<file path="src/rtl/matmul_pkg.sv">
`default_nettype none
// +----------------------------------------------------------------------+
// | matmul_pkg : state encoding and flat-bus index helper for the host   |
// | rev 1.0                                                              |
// +----------------------------------------------------------------------+
package matmul_pkg;

  localparam int ST_W = 3;

  localparam logic [ST_W-1:0] ST_LOAD_A = 3'd0;
  localparam logic [ST_W-1:0] ST_LOAD_B = 3'd1;
  localparam logic [ST_W-1:0] ST_FIRE   = 3'd2;
  localparam logic [ST_W-1:0] ST_WAIT   = 3'd3;
  localparam logic [ST_W-1:0] ST_DRAIN  = 3'd4;

  // LSB of row-major element (i,j) in a flat bus of w-bit elements
  function automatic int elem_lsb(input int i, input int j, input int cols, input int w);
    return (i * cols + j) * w;
  endfunction

endpackage
`default_nettype wire

</file>
<file path="src/rtl/matmul_stream_host.sv">
`default_nettype none
// +----------------------------------------------------------------------+
// | matmul_stream_host : packs a serial A/B stream into flat core buses, |
// | pulses cen once per job and streams flat C back out.   rev 1.0       |
// +----------------------------------------------------------------------+
module matmul_stream_host
  import matmul_pkg::*;
#(
  parameter int R1     = 2,
  parameter int C1     = 2,
  parameter int R2     = 2,
  parameter int C2     = 2,
  parameter int W_A    = 3,
  parameter int W_B    = 3,
  parameter int W_C    = W_A + W_B + $clog2(C1),
  parameter int W_IN   = (W_A > W_B) ? W_A : W_B,
  parameter int MM_LAT = 1
) (
  input  logic                   clk,
  input  logic                   rst,
  input  logic [W_IN-1:0]        s_data,
  input  logic                   s_valid,
  output logic                   s_ready,
  output logic [W_C-1:0]         m_data,
  output logic                   m_valid,
  input  logic                   m_ready,
  output logic                   m_last,
  output logic                   cen,
  output logic [R1*C1*W_A-1:0]   a_out,
  output logic [R2*C2*W_B-1:0]   b_out,
  input  logic [R1*C2*W_C-1:0]   c_in,
  output logic                   busy
);

  localparam int N_A   = R1 * C1;
  localparam int N_B   = R2 * C2;
  localparam int N_C   = R1 * C2;
  localparam int N_MAX = (N_A > N_B) ? ((N_A > N_C) ? N_A : N_C) : ((N_B > N_C) ? N_B : N_C);
  localparam int IDX_W = (N_MAX > 1) ? $clog2(N_MAX) : 1;
  localparam int LAT_W = (MM_LAT > 1) ? $clog2(MM_LAT) : 1;

  localparam logic [IDX_W-1:0] IDX_A_LAST = IDX_W'(N_A - 1);
  localparam logic [IDX_W-1:0] IDX_B_LAST = IDX_W'(N_B - 1);
  localparam logic [IDX_W-1:0] IDX_C_LAST = IDX_W'(N_C - 1);
  localparam logic [LAT_W-1:0] LAT_LAST   = LAT_W'(MM_LAT - 1);

  if (C1 != R2) begin : g_bad_dims
    $error("matmul_stream_host: C1 (%0d) must equal R2 (%0d)", C1, R2);
  end
  if (MM_LAT < 1) begin : g_bad_lat
    $error("matmul_stream_host: MM_LAT must be at least 1");
  end

  logic [ST_W-1:0]        state_q, state_d;
  logic [IDX_W-1:0]       idx_q,   idx_d;
  logic [LAT_W-1:0]       lat_q,   lat_d;
  logic [N_A*W_A-1:0]     a_q,     a_d;
  logic [N_B*W_B-1:0]     b_q,     b_d;
  logic [N_C*W_C-1:0]     c_q,     c_d;

  always_ff @(posedge clk) begin
    if (rst) begin
      state_q <= ST_LOAD_A;
      idx_q   <= '0;
      lat_q   <= '0;
      a_q     <= '0;
      b_q     <= '0;
      c_q     <= '0;
    end else begin
      state_q <= state_d;
      idx_q   <= idx_d;
      lat_q   <= lat_d;
      a_q     <= a_d;
      b_q     <= b_d;
      c_q     <= c_d;
    end
  end

  // s_ready is unconditionally high in both LOAD states, so s_valid alone marks a beat
  always_comb begin
    state_d = state_q;
    idx_d   = idx_q;
    lat_d   = lat_q;
    a_d     = a_q;
    b_d     = b_q;
    c_d     = c_q;
    case (state_q)
      ST_LOAD_A: if (s_valid) begin
        a_d[elem_lsb(0, int'(idx_q), N_A, W_A) +: W_A] = s_data[W_A-1:0];
        if (idx_q == IDX_A_LAST) begin
          idx_d   = '0;
          state_d = ST_LOAD_B;
        end else begin
          idx_d = idx_q + 1'b1;
        end
      end
      ST_LOAD_B: if (s_valid) begin
        b_d[elem_lsb(0, int'(idx_q), N_B, W_B) +: W_B] = s_data[W_B-1:0];
        if (idx_q == IDX_B_LAST) begin
          idx_d   = '0;
          state_d = ST_FIRE;
        end else begin
          idx_d = idx_q + 1'b1;
        end
      end
      ST_FIRE: begin
        lat_d   = '0;
        state_d = ST_WAIT;
      end
      ST_WAIT: begin
        lat_d = lat_q + 1'b1;
        if (lat_q == LAT_LAST) begin
          c_d     = c_in;
          state_d = ST_DRAIN;
        end
      end
      ST_DRAIN: if (m_ready) begin
        if (idx_q == IDX_C_LAST) begin
          idx_d   = '0;
          state_d = ST_LOAD_A;
        end else begin
          idx_d = idx_q + 1'b1;
        end
      end
      default: begin
        state_d = ST_LOAD_A;
        idx_d   = '0;
      end
    endcase
  end

  always_comb begin
    s_ready = (state_q == ST_LOAD_A) || (state_q == ST_LOAD_B);
    m_valid = (state_q == ST_DRAIN);
    m_last  = m_valid && (idx_q == IDX_C_LAST);
    cen     = (state_q == ST_FIRE);
    busy    = !((state_q == ST_LOAD_A) && (idx_q == '0));
    m_data  = c_q[elem_lsb(0, int'(idx_q), N_C, W_C) +: W_C];
  end

  assign a_out = a_q;
  assign b_out = b_q;

endmodule
`default_nettype wire

</file>
<file path="config.mk">
export PLATFORM = sky130hd
export DESIGN_NAME = matmul_stream_host
export DESIGN_NICKNAME = d
export VERILOG_FILES = /design/src/rtl/matmul_pkg.sv /design/src/rtl/matmul_stream_host.sv
export SDC_FILE = /design/constraint.sdc
export NUM_CORES = 1
export LEC_CHECK = 0
export CAP_MARGIN = 10
export CELL_PAD_IN_SITES_DETAIL_PLACEMENT = 0
export CELL_PAD_IN_SITES_GLOBAL_PLACEMENT = 2
export CORE_ASPECT_RATIO = 1.75
export CORE_MARGIN = 2
export CORE_UTILIZATION = 25
export DETAILED_ROUTE_END_ITERATION = 12
export PLACE_DENSITY_LB_ADDON = 0.2
export SLEW_MARGIN = 15
export SYNTH_ARGS = -nofsm -noshare
export SYNTH_HDL_FRONTEND = slang
export SYNTH_SLANG_ARGS = --single-unit
</file>
<file path="constraint.sdc">
create_clock -name clk -period 1.8 [get_ports clk]
set_clock_uncertainty 0.05 [all_clocks]
set_input_delay 0.54 -clock clk [delete_from_list [all_inputs] [get_ports clk]]
set_output_delay 0.54 -clock clk [all_outputs]
set_load 0.05 [all_outputs]
</file>
==> out/results.txt, run 1 <==
The tools report the latest clock arrival within the worst-skew pair as 0.33 ns. Clock tree synthesis found a total of 58 sinks. The number of remaining DRC errors is 0.

Summing all flip-flop and latch instances after layout gives 0.00117 sq mm. The count of input and output buffers was 70. The setup path with the least slack is of type flop to output pin. After detailed placement, the design holds a cell count of 474. The post-route minimum period was 2.12 ns.

In this run, the number of DRC markers left after iteration 0 of detailed routing was 61. The final reports fail on negative setup slack. Dividing total power by cell area gives a power density of 790 mW/mm^2. The layout filler cell count is 1,036. The average detailed-routed wire length per instance came out at 13.8 um. In the layout the commonest cells are nand2_1, dfxtp_1, buf_12. The number of standard cells in the layout, taps in and fillers out came out at 497. The post-layout net count was 407.

The tools report the area taken by multi-input logic gates as 0.00132 sq mm. Post-synthesis cell count: 288. Pin placement for this block handled 71 I/O pins. The minimum setup slack after placement was -0.166 ns; the HPWL after detailed placement was 5.03 mm. The run finished, with violations left. For the utilization after layout, the log shows 42.5%. For this design, the CTS-stage hold fixing added 0 buffers. Full die area: 0.0110 sq mm. The max-capacitance violation count was 0; the total CTS buffers was 9. The via density per instance is 4.45, and the period utilization is 118%.

For this configuration, the core starts out at a cell density of 25.7%. H-tree depth: 3. Final-report hold violation count: 0.

The tools report the first-pass GRT wire length as 11.0 mm. Worst min-delay path class: flop to flop. In this run the cell area of the synthesized design comes to 0.00253 sq mm. Synthesis-to-layout area growth: 65.1%. The floorplan has 48 rows.

The run gives 2,243 as the via count of the first global-routing pass. Clock-pin slew was measured on the worst setup and hold paths at 0.05 ns. Setup violations remaining at the end of the flow were counted as 9.

Cells with a size suffix above 1 make up 26.6% of the layout. The post-synthesis net count came out at 328. The distinct cell type count after synthesis came out at 30. The number of antenna diodes in the final layout is 0. Measured along the y axis, the die boundary spans 137 um. The overflow left after global routing is 0. The routed design has 6.85 mm of wire. The tools report the static leakage as 1.51 nW. The worst-path maximum fanout works out to 5. The least setup slack across all paths after layout was -0.318 ns; the width of the chip was 80.1 um. The arrival time at the worst endpoint was 1.53 ns; the count of state elements after synthesis was 58.

The tools report the clock root buffer as clkbuf_16. Ranked by total cell area, the synthesized netlist is headed by dfxtp_1, nand2_1, mux2i_1. The via count is 2,213. Overall track demand over capacity in global routing: 13.5%. The run gives 45.8% as the sequential fraction of the synthesis area.

The leading cell type in the layout, fill and taps excluded is nand2_1. The core region is 0.00985 sq mm. The Yosys step of the flow raised 0 warnings. The max-slew headroom at the worst pin is 67.5%. For the worst setup path, the data required time is 1.21 ns.

The run gives 2 as the maximum root-to-sink buffer count. The first detailed-routing pass took 5 iterations. The share of synthesized area in the top cell type comes to 45.8%. The final count of pins violating max slew was 0.

The transition at the pin with the smallest max-transition slack is 0.487 ns, and the remaining antenna violation count after routing is 0. The worst setup path is captured at an output pin. Derived from the worst setup path, the maximum achievable clock frequency is 0.472 GHz. TritonCTS built the clock tree. Setup repair after global routing could not meet its margin everywhere. The mean area per synthesized cell is 8.80 sq um. Entering global routing, the biggest net connects 30 pins. The worst setup path is launched from a flop. The tools report the peak supply drop as 0.467 mV. The final weighted congestion in routability-driven placement is 0.745. Largest area contributor in the synthesized netlist: dfxtp_1.

Initial antenna violation count: 0.
-- cell families (layout without fill, tap and decap cells) --
family          Yosys count  count (layout)  synth area share (%)
buf+inv                  29             113                  4.84
compound gates           36              36                  7.75
fa+ha+maj                 5               5                  2.47
flops                    58              58                  45.8
xor+xnor                  1               1                 0.346
simple gates            126             126                  22.3
mux                      33              33                  16.5
-- area by class of cell --
cell class | count | area share (%)
inverter | 4 | 0.419
sequential | 58 | 28.1
clock buffer | 10 | 5.71
timing repair buffer | 93 | 29.7
multi-input combinational | 201 | 31.6
clock inverter | 6 | 0.778
tap | 125 | 3.74
-- cells in the mapped netlist --
cell and instances:
nand2_1 96, a32oi_1 1, buf_1 1, nand4bb_1 1, nor2b_1 3, nand2b_1 2
buf_2 5, and4bb_2 2, o21a_1 2, nand3b_1 1, and2_1 1, clkbuf_1 18
a21oi_1 30, inv_2 1, a211oi_1 1, dfxtp_1 58, mux4_2 7, and3_1 9
a31oi_1 1, nor4b_1 3, or4b_1 1, xnor2_1 1, a311oi_1 1, nand3_1 2
mux2i_1 26, ha_1 5, nor2_1 4, nor3_1 1, inv_1 3, buf_6 1
-- critical path, cell delays in order (launching register included) --
cell,delay [ns]
dfxtp_4,0.36
buf_12,0.12
mux4_2,0.54
buf_12,0.17
-- sequential cells by signal, indices dropped and copies added (netlist names) --
name	count
c_q	28
idx_q	2
a_out	12
state_q	3
lat_q	1
b_out	12
-- metal layers --
metal,vias to the layer above,wire (um),track usage (%)
li1,1123,-,-
met1,1026,2630,14.2
met2,53,3730,23.4
met3,11,299,2.88
met4,0,184,9.32
met5,-,0,0
-- metrics by stage --
| stage | instance area [sq um] | hold WS (ns) | total power (W) | TNS, ns |
|---|---|---|---|---|
| detailed placement | 3740 | 0.397 | 0.00173 | -4.18 |
| global placement | 3740 | 0.391 | 0.00173 | -3.70 |
| global route | 4180 | 0.419 | 0.00344 | -2.90 |
| CTS | 4140 | 0.404 | 0.00333 | -2.78 |
| floorplan | 2550 | 0.383 | 0.00152 | 0 |
| finish | 4180 | 0.402 | 0.00330 | -2.46 |
-- worst paths after layout --
check	slack (ns)	endpoint	depth (start not counted)	from
hold reg to reg	0.40	c_q[1]	2	c_q[1]
setup / recovery	-0.32	m_data[2]	3	idx_q[0]
setup reg to reg	0.16	a_out[8]	8	idx_q[0]
hold / removal	0.40	c_q[1]	2	c_q[1]
-- power breakdown --
group / switching, W / internal (W) / leakage (nW)
sequential: 0.0000125 / 0.00130 / 0.470
clock: 0.000599 / 0.000953 / 0.138
combinational: 0.000201 / 0.000244 / 0.901
total: 0.000812 / 0.00249 / 1.51
-- timing repair --
action	CTS	global route
pin swaps	1	3
setup endpoints to repair	24	33
buffers inserted	6	1
gates resized for setup	18	8
Note: power is estimated with default switching activity, not from simulation.
==> run 2, diff against run 1 <==
- CELL_PAD_IN_SITES_DETAIL_PLACEMENT: 0 -> 1
- CELL_PAD_IN_SITES_GLOBAL_PLACEMENT: 2 -> 1
- CORE_UTILIZATION: 25 -> 31
==> out/results.txt, run 2 (synthesis results as in run 1) <==
Number of top-level pins: 71 (unchanged). The run gives 0 (unchanged) as the total inserted antenna cells. The logs give 43 (was 48) for the row count and 32.0% (was 25.7%) for the initial standard-cell utilization of the core. Setup repair after global routing could not meet its margin everywhere.

The via count was 2,275 (was 2,213). The full die area came out at 0.00894 sq mm (was 0.0110 sq mm). The run gives 0.470 GHz (was 0.472 GHz) as the highest attainable clock frequency.

Worst min-delay path class: flop to flop (unchanged). The overflow left after global routing is 0 (unchanged), and the total CTS buffers is 9 (unchanged). The layout filler cell count was 854 (was 1,036). For the final weighted congestion in routability-driven placement, the log shows 0.746 (was 0.745).

Clock-pin slew on the worst setup and hold paths: 0.05 ns (about the same). The minimum setup slack after placement was -0.224 ns (was -0.166 ns). Worst path cell trace: buf_8 -> mux4_2 -> buf_6 (was buf_12 -> mux4_2 -> buf_12). Violations in the final reports: negative setup slack (unchanged). The run gives 3 (unchanged) as the H-tree depth.

The tools report the design area as 0.00417 sq mm (was 0.00418 sq mm). The leading cell type in the layout, fill and taps excluded was nand2_1 (unchanged). The remaining antenna violation count after routing came out at 0 (unchanged).

The flow ran to the end, but the final reports show violations. The critical path start-end classification was flop to output pin (unchanged). The logs give 0.33 ns (about the same) for the latest clock arrival within the worst-skew pair and 0.570 mV (was 0.467 mV) for the peak supply drop.

Worst-path maximum fanout: 5 (unchanged). The number of iterations in the first detailed-routing pass came out at 4 (was 5). The kind of capture point of the worst setup path was an output pin (unchanged). The average detailed-routed wire length per instance is 15.3 um (was 13.8 um), and the least setup slack across all paths after layout is -0.327 ns (was -0.318 ns). The max-capacitance violation count came out at 0 (unchanged).

The DRC marker count from the first detailed-route iteration was 57 (was 61); the max-slew headroom at the worst pin was 59.9% (was 67.5%). The via density per instance was 4.89 (was 4.45). The delay of the slowest critical-path stage is 0.51 ns (was 0.54 ns), and the synthesis-to-layout area growth is 64.6% (was 65.1%). The logs give 58 (unchanged) for the number of sinks on the clock net and 0 (unchanged) for the final-report hold violation count.

The run gives 11.4 mm (was 11.0 mm) as the first-pass GRT wire length. The topmost layer with routed signal wires was met4 (unchanged). The tools report the final count of pins violating max slew as 0 (unchanged). The initial antenna violation count was 0 (unchanged); the sum of met3 wire segment lengths after detailed routing was 280 um (was 299 um).

The total buffers and inverters traversed by the critical path is 2 (unchanged). The run gives 25 (was 9) as the number of endpoints failing setup at the final stage. Hold buffer count at cts: 0 (unchanged). The flip-flop count of the largest register, all copies and words added is 28 (unchanged), and the period utilization is 118% (about the same). The placeable core area was 0.00791 sq mm (was 0.00985 sq mm); the share of final-layout standard cells stronger than drive strength 1 was 27.5% (was 26.6%). Commonest cells after routing, fill and taps aside: nand2_1, dfxtp_1, clkdlybuf4s50_1 (was nand2_1, dfxtp_1, buf_12). The die height was 124 um (was 137 um). Startpoint kind of the worst setup timing path: a flop (unchanged). The cell area after placement is 0.00366 sq mm (was 0.00374 sq mm), and the maximum root-to-sink buffer count is 2 (unchanged).

The tools report the largest net degree at the start of global routing as 30 (unchanged). The width of the chip works out to 72.3 um (was 80.1 um). For the data required time at the worst endpoint, the log shows 1.21 ns (about the same). Cell with the largest stage delay on the worst path: mux4_2 (unchanged). The count of input and output buffers was 70 (unchanged). For the routed wire length, the log shows 7.10 mm (was 6.85 mm). The logs give 0 (unchanged) for the number of remaining DRC errors and 410 (was 407) for the post-layout net count. The run gives 3.99 mm (was 3.73 mm) as the detailed-routed wire length on met2. TritonCTS built the clock tree. Clock root buffer: clkbuf_16 (unchanged). The overall track demand over capacity in global routing came out at 17.0% (was 13.5%).

The power density relative to cell area works out to 808 mW/mm^2 (was 790 mW/mm^2). The via count of the first global-routing pass is 2,275 (was 2,243), and the post-route minimum period is 2.13 ns (was 2.12 ns). For the static leakage, the log shows 1.53 nW (was 1.51 nW). The routed metal-1 wirelength came out at 2.70 mm (was 2.63 mm). The transition at the pin with the smallest max-transition slack was 0.602 ns (was 0.487 ns); the arrival time at the worst endpoint was 1.54 ns (was 1.53 ns). The HPWL after detailed placement came out at 5.04 mm (was 5.03 mm). The largest register by flop count is c_q (unchanged). Gate family responsible for the most delay along the worst path: multiplexers (unchanged).
## run 2: worst reg2reg max path, cell delays in order (launching register included)
cell and delay [ns]:
dfxtp_4 0.39, buf_8 0.14, buf_4 0.13, inv_6 0.04, ha_1 0.36, nor4b_1 0.31, buf_4 0.17, nand2_1 0.08
mux2i_1 0.17
## run 2: where the power goes
part	internal [W]	switching, W
sequential	0.00130	0.0000191
combinational	0.000248	0.000202
clock	0.00104	0.000566
## run 2: area by class of cell
| cell class | instances | area [sq um] | area share, % |
|---|---|---|---|
| multi-input cells | 201 | 1320 | 31.6 |
| clock buffers | 14 | 274 | 6.57 |
| flip-flops and latches | 58 | 1170 | 28.2 |
| well taps | 90 | 113 | 2.70 |
| inverters | 4 | 20.0 | 0.480 |
| clock inverters | 2 | 10.0 | 0.240 |
| repair buffers | 96 | 1260 | 30.2 |
## run 2: metal layers
layer,global-route usage [%],vias to the layer above
met3,4.21,12
met2,30.6,54
li1,-,1129
met4,7.31,0
met1,18.6,1080
met5,0,-
## run 2: final timing paths
| kind | cells past startpoint | startpoint | end | slack, ns |
|---|---|---|---|---|
| min | 2 | c_q[24] | c_q[24] | 0.40 |
| max reg2reg | 8 | idx_q[0] | a_out[9] | -0.11 |
| max | 3 | idx_q[0] | m_data[6] | -0.33 |
| min reg2reg | 2 | c_q[24] | c_q[24] | 0.40 |
## run 2: timing repair
action | 4_1_cts | 5_1_grt
pin swaps | 0 | 1
setup endpoints to repair | 20 | 37
gates resized for setup | 25 | 8
gates cloned | 0 | 0
setup buffers | 4 | 7
## run 2: through the flow
stage	setup TNS (ns)	total power, W	utilization [%]	cells	hold slack, ns
2_1_floorplan	0	0.00152	-	288	0.383
3_3_place_gp	-2.83	0.00171	46.2	438	0.389
3_5_place_dp	-4.82	0.00172	46.2	438	0.397
4_1_cts	-2.87	0.00339	51.7	458	0.404
5_1_grt	-6.33	0.00349	52.7	465	0.426
6_report	-3.50	0.00337	52.7	465	0.402
